$ cat config.mk
export PLATFORM = sky130hd
export DESIGN_NAME = host_mailbox
export DESIGN_NICKNAME = d
export VERILOG_FILES = /design/src/rtl/host_if_pkg.sv /design/src/rtl/sync_fifo.sv /design/src/rtl/host_mailbox.sv
export SDC_FILE = /design/constraint.sdc
export NUM_CORES = 1
export LEC_CHECK = 0
export ABC_AREA = 1
export CORE_UTILIZATION = 58
export CTS_CLUSTER_SIZE = 14
export DETAILED_ROUTE_END_ITERATION = 6
export DONT_BUFFER_PORTS = 1
export PLACE_DENSITY = 0.76
export SLEW_MARGIN = 20
export SYNTH_ARGS = -nofsm -noshare
export SYNTH_HDL_FRONTEND = slang
export SYNTH_SLANG_ARGS = --single-unit
export TNS_END_PERCENT = 50
$ cat constraint.sdc
create_clock -name clk_i -period 2.45 [get_ports clk_i]
set_input_delay 0.1225 -clock clk_i [delete_from_list [all_inputs] [get_ports clk_i]]
set_output_delay 0.1225 -clock clk_i [all_outputs]
set_load 0.01 [all_outputs]
$ cat src/rtl/host_if_pkg.sv
// Shared constants for the host mailbox: default decode addresses, STATUS
// word field positions and the STATUS packing helper.
package host_if_pkg;

    localparam logic [31:0] DEF_TOHOST_ADDR   = 32'h8000_1000;
    localparam logic [31:0] DEF_FROMHOST_ADDR = 32'h8000_1040;
    localparam logic [31:0] DEF_STATUS_ADDR   = 32'h8000_1080;
    localparam int          DEF_FIFO_DEPTH    = 4;

    localparam int ACC_MSB  = 31;
    localparam int ACC_LSB  = 16;
    localparam int CNT_MSB  = 15;
    localparam int CNT_LSB  = 8;
    localparam int FULL_BIT = 1;
    localparam int FH_BIT   = 0;

    function automatic logic [31:0] pack_status(input logic [15:0] acc,
                                                input logic [7:0]  cnt,
                                                input logic        fifo_full,
                                                input logic        fh_full);
        logic [31:0] s;
        s                  = 32'h0000_0000;
        s[ACC_MSB:ACC_LSB] = acc;
        s[CNT_MSB:CNT_LSB] = cnt;
        s[FULL_BIT]        = fifo_full;
        s[FH_BIT]          = fh_full;
        return s;
    endfunction

endpackage

$ cat src/rtl/sync_fifo.sv
// Single-clock FIFO with occupancy count; head reads as zero when empty.
module sync_fifo #(
    parameter int WIDTH = 32,
    parameter int DEPTH = 4
) (
    input  logic                     clk_i,
    input  logic                     rst_n_i,
    input  logic                     push_i,
    input  logic                     pop_i,
    input  logic [WIDTH-1:0]         data_i,
    output logic                     full_o,
    output logic                     empty_o,
    output logic [$clog2(DEPTH):0]   count_o,
    output logic [WIDTH-1:0]         head_o
);
    localparam int PW = $clog2(DEPTH);
    localparam logic [PW-1:0] PTR_ONE  = PW'(1);
    localparam logic [PW:0]   CNT_ONE  = (PW+1)'(1);
    localparam logic [PW:0]   CNT_FULL = (PW+1)'(DEPTH);

    logic [WIDTH-1:0] mem_q [DEPTH];
    logic [WIDTH-1:0] mem_d [DEPTH];
    logic [PW-1:0]    wr_ptr_q, wr_ptr_d, rd_ptr_q, rd_ptr_d;
    logic [PW:0]      count_q, count_d;
    logic             do_push_s, do_pop_s;

    assign full_o  = (count_q == CNT_FULL);
    assign empty_o = (count_q == '0);
    assign count_o = count_q;
    assign head_o  = empty_o ? '0 : mem_q[rd_ptr_q];

    // Next-state: guarded push/pop, pointers wrap naturally at power-of-2 depth.
    always_comb begin
        do_push_s = push_i && !full_o;
        do_pop_s  = pop_i && !empty_o;
        mem_d     = mem_q;
        wr_ptr_d  = wr_ptr_q;
        rd_ptr_d  = rd_ptr_q;
        count_d   = count_q;
        if (do_push_s) begin
            mem_d[wr_ptr_q] = data_i;
            wr_ptr_d        = wr_ptr_q + PTR_ONE;
        end else begin
            wr_ptr_d = wr_ptr_q;
        end
        if (do_pop_s) begin
            rd_ptr_d = rd_ptr_q + PTR_ONE;
        end else begin
            rd_ptr_d = rd_ptr_q;
        end
        case ({do_push_s, do_pop_s})
            2'b10:   count_d = count_q + CNT_ONE;
            2'b01:   count_d = count_q - CNT_ONE;
            default: count_d = count_q;
        endcase
    end

    // State registers.
    always_ff @(posedge clk_i or negedge rst_n_i) begin
        if (!rst_n_i) begin
            mem_q    <= '{default: '0};
            wr_ptr_q <= '0;
            rd_ptr_q <= '0;
            count_q  <= '0;
        end else begin
            mem_q    <= mem_d;
            wr_ptr_q <= wr_ptr_d;
            rd_ptr_q <= rd_ptr_d;
            count_q  <= count_d;
        end
    end

endmodule

$ cat src/rtl/host_mailbox.sv
// Core data-bus responder for tohost/fromhost: queues tohost writes toward the
// host, holds a host-deposited fromhost word, and serves STATUS reads.
module host_mailbox
    import host_if_pkg::*;
#(
    parameter logic [31:0] TOHOST_ADDR   = DEF_TOHOST_ADDR,
    parameter logic [31:0] FROMHOST_ADDR = DEF_FROMHOST_ADDR,
    parameter logic [31:0] STATUS_ADDR   = DEF_STATUS_ADDR,
    parameter int          FIFO_DEPTH    = DEF_FIFO_DEPTH
) (
    input  logic        clk_i,
    input  logic        rst_n_i,
    input  logic        wen_i,
    input  logic [31:0] addr_i,
    input  logic [31:0] data_in_i,
    output logic [31:0] data_out_o,
    output logic        hit_o,
    output logic        busy_o,
    output logic        tohost_valid_o,
    output logic [31:0] tohost_data_o,
    input  logic        tohost_ready_i,
    output logic        tohost_int_o,
    input  logic        fromhost_valid_i,
    input  logic [31:0] fromhost_data_i,
    output logic        fromhost_ready_o
);
    localparam int CW = $clog2(FIFO_DEPTH) + 1;

    logic          to_sel_s, fh_sel_s, st_sel_s;
    logic          push_s, pop_s, host_acc_s, core_fh_wr_s, rd_hit_s;
    logic          fifo_full_s, fifo_empty_s;
    logic [CW-1:0] fifo_count_s;
    logic [31:0]   fifo_head_s, status_s, rd_data_s;

    logic [31:0]   fh_q, fh_d, data_out_q, data_out_d;
    logic          fh_full_q, fh_full_d, hit_q, hit_d, int_q, int_d;
    logic [15:0]   acc_q, acc_d;

    sync_fifo #(.WIDTH(32), .DEPTH(FIFO_DEPTH)) u_tohost_fifo (
        .clk_i   (clk_i),
        .rst_n_i (rst_n_i),
        .push_i  (push_s),
        .pop_i   (pop_s),
        .data_i  (data_in_i),
        .full_o  (fifo_full_s),
        .empty_o (fifo_empty_s),
        .count_o (fifo_count_s),
        .head_o  (fifo_head_s)
    );

    // Full is a registered flag, so a same-cycle pop cannot release the stall.
    assign busy_o           = wen_i && to_sel_s && fifo_full_s;
    assign tohost_valid_o   = !fifo_empty_s;
    assign tohost_data_o    = fifo_head_s;
    assign fromhost_ready_o = !fh_full_q;
    assign data_out_o       = data_out_q;
    assign hit_o            = hit_q;
    assign tohost_int_o     = int_q;

    // Address decode, fromhost arbitration (host wins) and read-data mux.
    always_comb begin
        to_sel_s     = (addr_i == TOHOST_ADDR);
        fh_sel_s     = (addr_i == FROMHOST_ADDR);
        st_sel_s     = (addr_i == STATUS_ADDR);
        push_s       = wen_i && to_sel_s && !fifo_full_s;
        pop_s        = tohost_ready_i && !fifo_empty_s;
        host_acc_s   = fromhost_valid_i && !fh_full_q;
        core_fh_wr_s = wen_i && fh_sel_s && !host_acc_s;
        status_s     = pack_status(acc_q, 8'(fifo_count_s), fifo_full_s, fh_full_q);
        rd_hit_s     = !wen_i && (to_sel_s || fh_sel_s || st_sel_s);

        fh_d      = fh_q;
        fh_full_d = fh_full_q;
        if (host_acc_s) begin
            fh_d      = fromhost_data_i;
            fh_full_d = (fromhost_data_i != 32'h0000_0000);
        end else if (core_fh_wr_s) begin
            fh_d      = data_in_i;
            fh_full_d = (data_in_i != 32'h0000_0000);
        end else begin
            fh_d      = fh_q;
            fh_full_d = fh_full_q;
        end

        rd_data_s = 32'h0000_0000;
        if (fh_sel_s) begin
            rd_data_s = fh_q;
        end else if (st_sel_s) begin
            rd_data_s = status_s;
        end else begin
            rd_data_s = 32'h0000_0000;
        end

        hit_d      = rd_hit_s;
        data_out_d = rd_hit_s ? rd_data_s : 32'h0000_0000;
        int_d      = push_s;
        acc_d      = push_s ? (acc_q + 16'd1) : acc_q;
    end

    // Mailbox state and registered bus outputs.
    always_ff @(posedge clk_i or negedge rst_n_i) begin
        if (!rst_n_i) begin
            fh_q       <= 32'h0000_0000;
            fh_full_q  <= 1'b0;
            data_out_q <= 32'h0000_0000;
            hit_q      <= 1'b0;
            int_q      <= 1'b0;
            acc_q      <= 16'h0000;
        end else begin
            fh_q       <= fh_d;
            fh_full_q  <= fh_full_d;
            data_out_q <= data_out_d;
            hit_q      <= hit_d;
            int_q      <= int_d;
            acc_q      <= acc_d;
        end
    end

endmodule

==> results.cfg <==
[outcome]
status = finished with violations
violations = hold timing

[timing]
fmax_mhz = 433
hold_viol = 218
setup_tns_ns = 0
fin_crit_ns = 2.31
finalWorstSetupSlack_ns = 0.139
drv_slew = 0
setup_viol = 0
max_slew_margin_pct = 46.9
rsz0062_at_grt = no
holdWs_ns = -0.687
finalCritPeriodShare_pct = 94.3
worst_clock_skew_ns = 0.00945
worstMarginPinSlew_ns = 0.795

[placement]
io_buffers = 0
gp_congestion = 0.889
place_area_um2 = 11600
pre_cts_slack_ns = 0.366
place.detailed.hpwl_um = 19300
dp_cells = 1721

[cts]
cts_tree = built
cts.sinks = 218
clk_latency_ns = 0.51
cts-resized-gates = 0
cts_setup_buffers = 0
ctsHtreeMaxLevel = 1
clkTransAtPathRegs_ns = 0.06
numCtsBuffers = 23
cts_buffer_depth = 3
hold_buffers = 71
cts-root-buf = clkbuf_16

[synthesis]
dominantRegCellSynth = dfrtp_1
yosys.cell_types.count = 23
synth_cells = 1503
synth_top_cells_by_count = nand2_1, nor2_1, dfrtp_1, nand4_1, o21ai_0
post_synth_instance_area_um2 = 11300
yosys-top-cells-area = dfrtp_1, nand2_1, nor2_1
async_flop_share_pct = 100
yosysMostFrequentCell = nand2_1
synth_warnings = 0
synth_top_area_cell = dfrtp_1
synthesis.nets = 1611
yosysSeqAreaShare_pct = 48.3
syn_avg_cell_area_um2 = 7.52
synth_edf_count = 0
ys_seq_elements = 218
synth.top_cell.area_share_pct = 48.3

[floorplan]
initial_core_util_pct = 59.8
die_x_um = 142
dieArea_um2 = 20000
dieHeight_um = 142
row_count = 50
pin_count = 170
core_um2 = 18900

[routing]
first_pass_iters = 5
dr.first_iter.drc_count = 1249
vias = 10800
ant_nets = 0
avgRoutedWirePerCell_um = 18.6
drc_errors = 0
wirelength_um = 34100
via_per_inst = 5.88

[global_route]
grt.total_usage_pct = 34.7
grt_pass1_vias = 10400
antenna_found_initial = 1
grt_pass1_wl_um = 54800
grt_max_degree = 219
grt_overflow = 0

[power]
leakage_nw = 6.74
p_per_area_nw_per_um2 = 844
peakVddDrop_mv = 0.754

[final_layout]
area_delta_synth_final_pct = 15.8
drive_gt1_share_pct = 7.91
final_cell_area_um2 = 13100
fillers = 1576
fin_cells = 1829
final-seq-area_um2 = 5460
nets = 1665
multi_input_area_um2 = 4950

[setup_path]
worstPathArrival_ns = 2.19
cp_max_fo = 17
worstPathRequired_ns = 2.33
critPathKind = flop to primary output
end_kind = primary output
start_kind = flop

[hold_path]
hp-class = input port to asynchronous set/reset pin

[flow_run]
cap_violations = 0
==> routing by layer <==
metal | vias to the layer above | routed length [um] | track usage (%)
li1 | 4970 | - | -
met1 | 5130 | 13400 | 46.4
met2 | 564 | 16200 | 56.1
met3 | 95 | 3160 | 5.80
met4 | 0 | 1260 | 14.4
met5 | - | 0 | 0
==> critical path: stages, from the launching register on <==
cell     delay [ns]
dfrtp_1        0.38
inv_1          0.55
buf_4          0.31
nor2_1         0.06
o21ai_0        0.10
a21oi_1        0.11
buf_4          0.17
==> state kept, by name, indices dropped and copies added, names as in the netlist <==
register and cells:
u_tohost_fifo.count_o 3, u_tohost_fifo.rd_ptr_q 2, fh_full_q 1, acc_q 16, tohost_int_o 1, hit_o 1, fh_q 32, u_tohost_fifo.mem_q 128
u_tohost_fifo.wr_ptr_q 2, data_out_o 32
==> cells in the final DEF, fill, tap and decap left out, types with 11 or more instances in the layout <==
| master | instances |
|---|---|
| nand2_1 | 450 |
| nor2_1 | 229 |
| dfrtp_1 | 217 |
| nand4_1 | 137 |
| o21ai_0 | 97 |
| inv_1 | 92 |
| nand3_1 | 85 |
| dlygate4sd3_1 | 71 |
| buf_4 | 63 |
| a21oi_1 | 34 |
| clkbuf_16 | 23 |
| xor2_1 | 12 |
| mux2_2 | 11 |
==> final timing paths <==
check	from	endpoint	slack [ns]	cells past startpoint
hold / removal	rst_n_i	data_out_o[4]	-0.69	0
setup reg to reg	u_tohost_fifo.count_o[0]	u_tohost_fifo.count_o[2]	0.25	11
min in group clk_i	data_in_i[2]	fh_full_q	0.01	6
hold reg to reg	u_tohost_fifo.mem_q[86]	u_tohost_fifo.mem_q[86]	0.48	2
max in group asynchronous	rst_n_i	u_tohost_fifo.mem_q[28]	2.64	0
setup / recovery	u_tohost_fifo.rd_ptr_q[1]	tohost_data_o[18]	0.14	6
==> through the flow <==
| step | hold WS, ns | util (%) | total power [mW] |
|---|---|---|---|
| 4_1_cts | -0.691 | 69.3 | 11.0 |
| 6_report | -0.687 | 69.3 | 11.0 |
| 3_3_place_gp | -0.164 | 61.5 | 7.26 |
| 3_5_place_dp | -0.167 | 61.5 | 7.28 |
| 5_1_grt | -0.701 | 69.3 | 11.5 |
| 2_1_floorplan | -0.173 | - | 6.05 |
==> layout make-up <==
class	count	share of cell area, %
clock inverter	4	0.554
timing repair buffer	137	9.50
sequential	218	41.7
antenna	1	0.0191
tap	260	2.49
clock buffer	32	5.19
multi-input combinational	1083	37.8
inverter	94	2.71
==> cell families (layout without fill, tap and decap cells) <==
group                    after synthesis  after routing  share of synthesized area [%]
AO/OA/AOI/OAI                        131            131                           5.80
buffers and inverters                202            267                           7.93
other                                  0              1                              0
XOR/XNOR                              16             16                           1.24
adder cells (fa/ha/maj)                7              7                          0.842
multiplexers                          11             11                           1.10
flip-flops                           218            218                           48.3
AND/OR/NAND/NOR                      918            918                           34.8
==> report_power, final <==
part           leakage [nW]  switching (mW)  internal, mW
Combinational          3.39            2.19          1.33
Clock                 0.368            1.42          2.12
Sequential             2.98           0.162          3.83
Total                  6.74            3.77          7.27
Power figures use the tool's default switching activity.
